--- config.mk ---
export PLATFORM = sky130hd
export DESIGN_NAME = simt_diverge_ctrl
export DESIGN_NICKNAME = d
export VERILOG_FILES = /design/src/rtl/simt_diverge_ctrl.sv
export SDC_FILE = /design/constraint.sdc
export NUM_CORES = 1
export LEC_CHECK = 0
export BUFFER_PORTS_ARGS = -buffer_cell sky130_fd_sc_hd__buf_4
export CAP_MARGIN = 20
export CORE_MARGIN = 2
export CORE_UTILIZATION = 45
export DETAILED_ROUTE_END_ITERATION = 10
export GPL_ROUTABILITY_DRIVEN = 0
export PLACE_DENSITY = 0.71
export SYNTH_ARGS = -nofsm -noshare
export SYNTH_HDL_FRONTEND = slang
export SYNTH_SLANG_ARGS = --single-unit
export TNS_END_PERCENT = 100
--- constraint.sdc ---
create_clock -name clk -period 4.3 [get_ports clk]
set_clock_uncertainty 0.2 [all_clocks]
set_input_delay 0.43 -clock clk [delete_from_list [all_inputs] [get_ports clk]]
set_output_delay 0.43 -clock clk [all_outputs]
set_load 0.01 [all_outputs]
--- src/rtl/simt_diverge_ctrl.sv ---
// SIMT divergence controller: owns the block's {pc, mask, reconv} and drives simt_stack push/pop.
// Optional SIMT_DIVERGE_STATS_EN adds saturating divergence/reconvergence counters.
module simt_diverge_ctrl #(
    parameter int THREADS_PER_BLOCK = 4,
    parameter int STACK_DEPTH       = 4,
    parameter int PC_BITS           = 8
) (
    input  logic                         clk,
    input  logic                         reset,
    input  logic                         instr_valid,
    output logic                         instr_ready,
    input  logic                         instr_is_branch,
    input  logic [PC_BITS-1:0]           instr_next_pc,
    input  logic [PC_BITS-1:0]           br_target,
    input  logic [PC_BITS-1:0]           br_reconv,
    input  logic [THREADS_PER_BLOCK-1:0] br_taken_mask,
    output logic [PC_BITS-1:0]           cur_pc,
    output logic [THREADS_PER_BLOCK-1:0] cur_mask,
    output logic [PC_BITS-1:0]           cur_reconv,
    output logic                         stk_push,
    output logic                         stk_pop,
    output logic [PC_BITS-1:0]           stk_push_pc,
    output logic [PC_BITS-1:0]           stk_push_reconvpc,
    output logic [THREADS_PER_BLOCK-1:0] stk_push_mask,
    input  logic [PC_BITS-1:0]           stk_tos_pc,
    input  logic [PC_BITS-1:0]           stk_tos_reconvpc,
    input  logic [THREADS_PER_BLOCK-1:0] stk_tos_mask,
    input  logic                         stk_full,
    output logic                         overflow_err,
`ifdef SIMT_DIVERGE_STATS_EN
    output logic [15:0]                  stat_diverge,
    output logic [15:0]                  stat_reconv,
`endif
    output logic [1:0]                   dbg_state,
    output logic [$clog2(STACK_DEPTH):0] dbg_depth
);
    localparam int DW = $clog2(STACK_DEPTH) + 1;
    localparam int T  = THREADS_PER_BLOCK;

    typedef enum logic [1:0] {IDLE = 2'd0, PUSH_JOIN = 2'd1, PUSH_NT = 2'd2} state_t;

    state_t               r_state;
    logic [PC_BITS-1:0]   r_cur_pc;
    logic [T-1:0]         r_cur_mask;
    logic [PC_BITS-1:0]   r_cur_reconv;
    logic [DW-1:0]        r_depth;
    logic                 r_overflow;
    logic [PC_BITS-1:0]   r_lat_target;
    logic [PC_BITS-1:0]   r_lat_next_pc;
    logic [PC_BITS-1:0]   r_lat_reconv;
    logic [T-1:0]         r_lat_tk;
    logic [T-1:0]         r_lat_nt;
    logic [T-1:0]         r_lat_old_mask;
    logic [PC_BITS-1:0]   r_lat_old_reconv;

    logic                 w_idle;
    logic                 w_reconv_hit;
    logic [T-1:0]         w_tk;
    logic [T-1:0]         w_nt;
    logic                 w_room;
    logic                 w_push_join;
    logic                 w_push_nt;

    // Handshake: instr_* is consumed on a cycle where instr_valid && instr_ready;
    // ready is only high in IDLE when no reconvergence pop is pending.
    assign w_idle       = (r_state == IDLE);
    assign w_reconv_hit = (r_cur_pc == r_cur_reconv) && (r_depth != '0);
    assign instr_ready  = w_idle && !w_reconv_hit;
    assign stk_pop      = w_idle && w_reconv_hit;

    assign w_tk   = br_taken_mask & r_cur_mask;
    assign w_nt   = r_cur_mask & ~w_tk;
    assign w_room = (r_depth <= DW'(STACK_DEPTH - 2));

    assign w_push_join = (r_state == PUSH_JOIN);
    assign w_push_nt   = (r_state == PUSH_NT);
    assign stk_push    = w_push_join || w_push_nt;

    assign stk_push_pc       = w_push_join ? r_lat_reconv     : (w_push_nt ? r_lat_next_pc : '0);
    assign stk_push_mask     = w_push_join ? r_lat_old_mask   : (w_push_nt ? r_lat_nt      : '0);
    assign stk_push_reconvpc = w_push_join ? r_lat_old_reconv : (w_push_nt ? r_lat_reconv  : '0);

    assign cur_pc       = r_cur_pc;
    assign cur_mask     = r_cur_mask;
    assign cur_reconv   = r_cur_reconv;
    assign overflow_err = r_overflow;
    assign dbg_state    = r_state;
    assign dbg_depth    = r_depth;

    always_ff @(posedge clk) begin
        if (reset) begin
            r_state          <= IDLE;
            r_cur_pc         <= '0;
            r_cur_mask       <= '1;
            r_cur_reconv     <= '1;
            r_depth          <= '0;
            r_overflow       <= 1'b0;
            r_lat_target     <= '0;
            r_lat_next_pc    <= '0;
            r_lat_reconv     <= '0;
            r_lat_tk         <= '0;
            r_lat_nt         <= '0;
            r_lat_old_mask   <= '0;
            r_lat_old_reconv <= '0;
        end else begin
            case (r_state)
                IDLE: begin
                    if (w_reconv_hit) begin
                        r_cur_pc     <= stk_tos_pc;
                        r_cur_mask   <= stk_tos_mask;
                        r_cur_reconv <= stk_tos_reconvpc;
                        r_depth      <= r_depth - DW'(1);
                    end else if (instr_valid) begin
                        if (!instr_is_branch || (w_tk == '0)) begin
                            r_cur_pc <= instr_next_pc;
                        end else if (w_nt == '0) begin
                            r_cur_pc <= br_target;
                        end else if (w_room) begin
                            r_lat_target     <= br_target;
                            r_lat_next_pc    <= instr_next_pc;
                            r_lat_reconv     <= br_reconv;
                            r_lat_tk         <= w_tk;
                            r_lat_nt         <= w_nt;
                            r_lat_old_mask   <= r_cur_mask;
                            r_lat_old_reconv <= r_cur_reconv;
                            r_state          <= PUSH_JOIN;
                        end else begin
                            // No room for both entries: run the taken path only and flag it.
                            r_overflow <= 1'b1;
                            r_cur_pc   <= br_target;
                        end
                    end
                end
                PUSH_JOIN: begin
                    r_depth <= r_depth + DW'(1);
                    r_state <= PUSH_NT;
                end
                PUSH_NT: begin
                    r_depth      <= r_depth + DW'(1);
                    r_cur_pc     <= r_lat_target;
                    r_cur_mask   <= r_lat_tk;
                    r_cur_reconv <= r_lat_reconv;
                    r_state      <= IDLE;
                end
                default: r_state <= IDLE;
            endcase
        end
    end

`ifdef SIMT_DIVERGE_STATS_EN
    logic [15:0] r_stat_diverge;
    logic [15:0] r_stat_reconv;
    always_ff @(posedge clk) begin
        if (reset) begin
            r_stat_diverge <= '0;
            r_stat_reconv  <= '0;
        end else begin
            if (w_push_nt && (r_stat_diverge != 16'hFFFF))
                r_stat_diverge <= r_stat_diverge + 16'd1;
            if (stk_pop && (r_stat_reconv != 16'hFFFF))
                r_stat_reconv <= r_stat_reconv + 16'd1;
        end
    end
    assign stat_diverge = r_stat_diverge;
    assign stat_reconv  = r_stat_reconv;
`endif

    // The stack must never be full when a push is issued; the depth guard guarantees it.
    a_no_push_when_full: assert property (@(posedge clk) disable iff (reset) stk_push |-> !stk_full);

endmodule
======== Yosys cells after proc, flatten, opt, wreduce, memory -nomap -nowiden ========
Index checks and enable logic that the tools add are counted.
cells by class
  multiplexer cells ....................... 24
  add/sub/neg operators ................... 2
  reduce and logical (&&, ||, !) cells .... 20
  equality and inequality tests ........... 11
  bitwise gates (word level) .............. 7
  $lt $le $gt $ge ......................... 1
operator list
  operator               number
  $mux W8                10
  $pmux W8 S2            2
  $mux W4                3
  $reduce_and A6 Y1      2
  $mux W2                5
  $and A4 B4 Y4          2
  $eq A8 B8 Y1           1
  $logic_not A4 Y1       2
  $ne A2 B2 Y1 const B   4
  $pmux W4 S2            1
  $pmux W3 S2            1
  $ne A5 B3 Y1 const B   1
  $reduce_and A5 Y1      1
  $ne A2 B1 Y1 const B   2
  $not A1 Y1             4
  $not A4 Y4             1
  $pmux W2 S2            1
  $reduce_and A2 Y1      2
  $reduce_bool A2 Y1     2
  $add A3 B1 Y3 const B  1
  $le A3 B2 Y1 const B   1
  $logic_and A1 B1 Y1    3
  $mux W3                1
  $ne A3 B2 Y1 const B   1
  other kinds (9)        11
storage, ports and cells
  output and inout port bits .............. 49
  bits of input ports ..................... 53
  word-level logic and storage cells ...... 78
  flip-flop bits (word level) ............. 70

======== Logic depth before layout (Yosys ltp) ========
  depth in word-level cells ............... 9
  depth in mapped cells ................... 9
  mapped depth without buffers ............ 9

======== Worst setup path after synthesis ========
No wires, ideal clock.
  path kind ............................... register -> output
  start ................................... register r_cur_pc[2] (netlist: cur_pc[2])
  end ..................................... output instr_ready
  slack ................................... 1.868 ns
  cell stages (with the launch flop) ...... 7
  arrival time ............................ 1.802 ns
  data required time ...................... 3.670 ns
  cells stage by stage .................... dfxtp_1 > xor2_1 > or3_1 > or4_1 > buf_2 > buf_6 > and2_1
between the ends
  longest elaborated chain between the ends .. 4
RTL lines
  element                   RTL line  source
  start: declaration        43        logic [PC_BITS-1:0] r_cur_pc;
  start signal: assignment  109       r_cur_pc <= stk_tos_pc;
  start signal: assignment  115       r_cur_pc <= instr_next_pc;
  start signal: assignment  117       r_cur_pc <= br_target;
  $eq A8 B8 Y1              67        assign w_reconv_hit = (r_cur_pc == r_cur_reconv) && (r_depth != '0);
  $logic_and A1 B1 Y1       67
  $logic_not A1 Y1          68        assign instr_ready = w_idle && !w_reconv_hit;
  $logic_and A1 B1 Y1       68
  end: declaration          11        output logic instr_ready,
Every way passes these cells.

======== Worst setup path after layout ========
  start ................................... register r_cur_mask[1] (netlist: cur_mask[1])
  end ..................................... register r_lat_reconv[2]
between the ends
  longest elaborated chain between the ends .. 6
  elaborated cells between the ends (all ways) .. 9
  those cells by class .................... 5 x bitwise; 4 x reduce/logical
RTL lines
  element                                 RTL line  source
  start: declaration                      44        logic [T-1:0] r_cur_mask;
  start signal: assignment                110       r_cur_mask <= stk_tos_mask;
  start signal: assignment                141       r_cur_mask <= r_lat_tk;
  $and A4 B4 Y4                           71        assign w_tk = br_taken_mask & r_cur_mask;
  $not A4 Y4                              72        assign w_nt = r_cur_mask & ~w_tk;
  $and A4 B4 Y4                           72
  $logic_not A4 Y1                        116       end else if (w_nt == '0) begin
  $not A1 Y1 (no source line)             n/a
  $reduce_and A6 Y1 (no source line) (*)  n/a
  end signal: assignment                  121       r_lat_reconv <= br_reconv;
  end: declaration                        50        logic [PC_BITS-1:0] r_lat_reconv;
Every way passes the cells marked *; elsewhere a longest branch is shown, timed or not.
A chain may end at the register's enable or synchronous reset.

==> out/results.txt <==
Result of the run - complete, no violations
Pin count of the biggest net entering global routing - 71
Global router's overall resource usage - 0.236
Kind of cell with the highest combined delay on the critical path - simple AND/OR/NAND/NOR gates
Max-slew violations - 0
Share of power burned in registers - 0.388
Maximum VDD drop - 0.255 mV
Number of fill cells - 744
Cell count after synthesis - 460
DRT iter0 DRCs - 219
Setup fix buffers added after clock tree synthesis - 0
Die width - 92.9 µm
Via/cell ratio - 5.25
Resized Gates After CTS - 0
Initial antenna violation count - 0
Top-count cell post-synth - nand2_1
Combined area of all synthesized cells - 0.00356 mm²
Number of inserted diodes - 0
Hold buffers post-CTS - 0
Achievable frequency - 318 MHz
Core box area - 0.00769 mm²
List of cells traversed by the critical path - a22o_1, o21ai_1, buf_4, nor3b_2, and4_1, buf_4, nand2_1, a21oi_1
Final critical delay including setup and external delays - 3.15 ns
Share of flip-flops with an asynchronous set or reset - 0
Mapped Avg Cell Area - 7.74 µm²
Sum of buffers and inverters on the critical path - 2
Non-filler instance count after layout - 651
Number of enable flip-flop cells after synthesis - 0
Proportion of netlist area held by the largest area contributor - 0.394
Cell area after layout - 0.00449 mm²
H-tree depth - 3
Half-perimeter wire length after detailed placement - 7160 µm
Mean routed wirelength per cell - 15.5 µm
Type of the worst setup path - reg -> reg
Switching share of power - 0.359
Main area contributors after synthesis - dfxtp_1 (39%), nand2_1 (15%), a21oi_1 (6.6%)
DR vias - 3421
Worst-skew pair later-pin latency - 0.34 ns
TritonCTS Buffers - 9
Maximum fanout along the worst path - 26
Number of setup violations in the final report - 0
Core Rows - 32
Crit path setup slack, layout - 1.15 ns
Cell count after placement - 635
Initial core utilization - 0.463
Total Die Area - 0.00864 mm²
Main flop type after synthesis - dfxtp_1
CP required - 4.37 ns
Number of global-route vias before repair - 3214
Pint - 1330 µW
Final-report hold violation count - 0
Total of buffers placed on input and output ports - 100
Arrival @ worst endpoint - 3.22 ns
Nets@finish - 602
Wire length of the first global-routing pass - 15800 µm
Top cell type by total area after synthesis - dfxtp_1
Top Ports - 102
Netlist cell types - 38
Portion of the post-synthesis area used by sequential elements - 0.394
Register-to-register setup slack - 1.15 ns
Power, Total - 2080 µW
Power density of the placed cells - 463 mW/mm²
Antenna violation net count after detailed routing - 0
Crit-path slowest cell - and4_1
Leading cell types by count after synthesis - nand2_1 (144), dfxtp_1 (70), a21oi_1 (47), o21ai_0 (28)
Clk Tree Root Cell - clkbuf_8
Category of the worst setup path capture point - flop
DRT Pass-1 Iters - 5
Top cell by count, worst path - buf_4
Number of synthesis warnings - 0
Max-capacitance violation count - 0
Combinational cell fraction of total power - 0.357
Path category of the worst min-delay check - in -> reg
Total detailed-routing wirelength - 10100 µm
Post-detailed-route DRC marker count - 0
Headroom to the max-slew limit - 0.342
Proportion of layout cells with a drive suffix above 1 - 0.240
Sw power - 747 µW
Least-Margin Pin Slew - 0.987 ns
Critical path startpoint category - flop
Placed cell areas - 0.00429 mm²
Unrepaired setup endpoints after global routing - false
Die H - 92.9 µm
Number of register bits inferred by synthesis - 70
Post-place setup slack - 1.12 ns
CTS tree - done
Total negative slack - 0 ns
Tcrit/Tclk final - 0.732
GRT Residual Overflow - 0
Post-Synthesis Net Count - 518
Synthesis-to-finish area growth - 26.2%
Total leakage power - 0.00189 µW
Critical path's largest stage delay - 0.93 ns
Proportion of power drawn by the clock network - 0.256
Buffer depth of the longest clock path - 2
Clock-pin slew of the registers on the worst-case setup and hold paths - 0.07 ns
Total number of clock tree sinks - 70
## area by class of cell
type | instances | area, µm² | share of cell area
multi-input combinational | 342 | 1910 | 0.425
timing repair buffer | 106 | 796 | 0.177
inverter | 15 | 56.3 | 0.0125
clock buffer | 10 | 138 | 0.0307
sequential | 70 | 1400 | 0.312
tap | 102 | 128 | 0.0284
clock inverter | 6 | 61.3 | 0.0137
## cell families (layout without fill, tap and decap cells)
family	Yosys count	after routing	synth area share
and+or+nand+nor	199	199	0.241
muxes	21	21	0.0675
adders and majority gates	5	5	0.0197
AOI/OAI and AO/OA	107	107	0.184
xor gates and xnor gates	10	10	0.0246
DFF	70	70	0.394
buffers and inverters	48	137	0.0696
## power by group through the flow
stage / Clock (µW) / Sequential [µW] / Combinational (µW)
4_1_cts: 539 / 805 / 741
3_5_place_dp: 0 / 820 / 739
2_1_floorplan: 0 / 815 / 497
3_3_place_gp: 0 / 815 / 722
6_report: 531 / 806 / 742
5_1_grt: 572 / 817 / 814
## through the flow
stage	hold slack, ns	utilization
2_1_floorplan	0.233	-
3_3_place_gp	0.238	0.558
3_5_place_dp	0.243	0.558
4_1_cts	0.119	0.584
5_1_grt	0.129	0.584
6_report	0.130	0.584
## path summary, 6_finish.rpt
path,start,to,cells after the start
max,cur_mask[1],r_lat_reconv[2],8
min,br_reconv[5],r_lat_reconv[5],3
max reg2reg,cur_mask[1],r_lat_reconv[2],8
min reg2reg,r_lat_target[3],r_lat_target[3],2
## sequential cells by signal, summed over array words and instances, names as in the netlist
register          flops
cur_pc                8
r_lat_tk              4
dbg_state             2
r_lat_reconv          8
r_lat_old_reconv      8
overflow_err          1
r_lat_target          8
r_lat_nt              4
r_lat_next_pc         8
dbg_depth             3
cur_mask              4
cur_reconv            8
r_lat_old_mask        4
## worst register-to-register path, delay by kind of cell, from the launching register on
kind	cells	cell delay (ns)
AOI/OAI and AO/OA	3	0.39
buffers and inverters	2	0.59
DFF	1	0.45
and+or+nand+nor	3	1.46
## per-layer routing
layer  GRT usage  vias to the layer above  share of wire
met5           0                        -              0
met4       0.105                        0          0.022
met3      0.0366                       14          0.065
met2       0.382                      131           0.47
met1       0.309                     1570           0.44
li1            -                     1706              -
## layout by cell type (no fill, tap or decap), types with 3 or more instances in the layout
master      n
inv_1      15
a221oi_1    8
dfxtp_1    70
xnor2_1     7
mux2i_1    15
nand2b_1    4
mux2_2      4
clkbuf_8   10
buf_4     106
a21oi_1    47
clkinv_2    3
and3_1      8
o211ai_1    8
nor2_1     14
nor4_1      3
o21ai_0    28
nand2_1   144
nand3_1     5
xor2_1      3
o21bai_1    8
nor2b_1    12
ha_1        4
(Power assumes the default switching activity.)
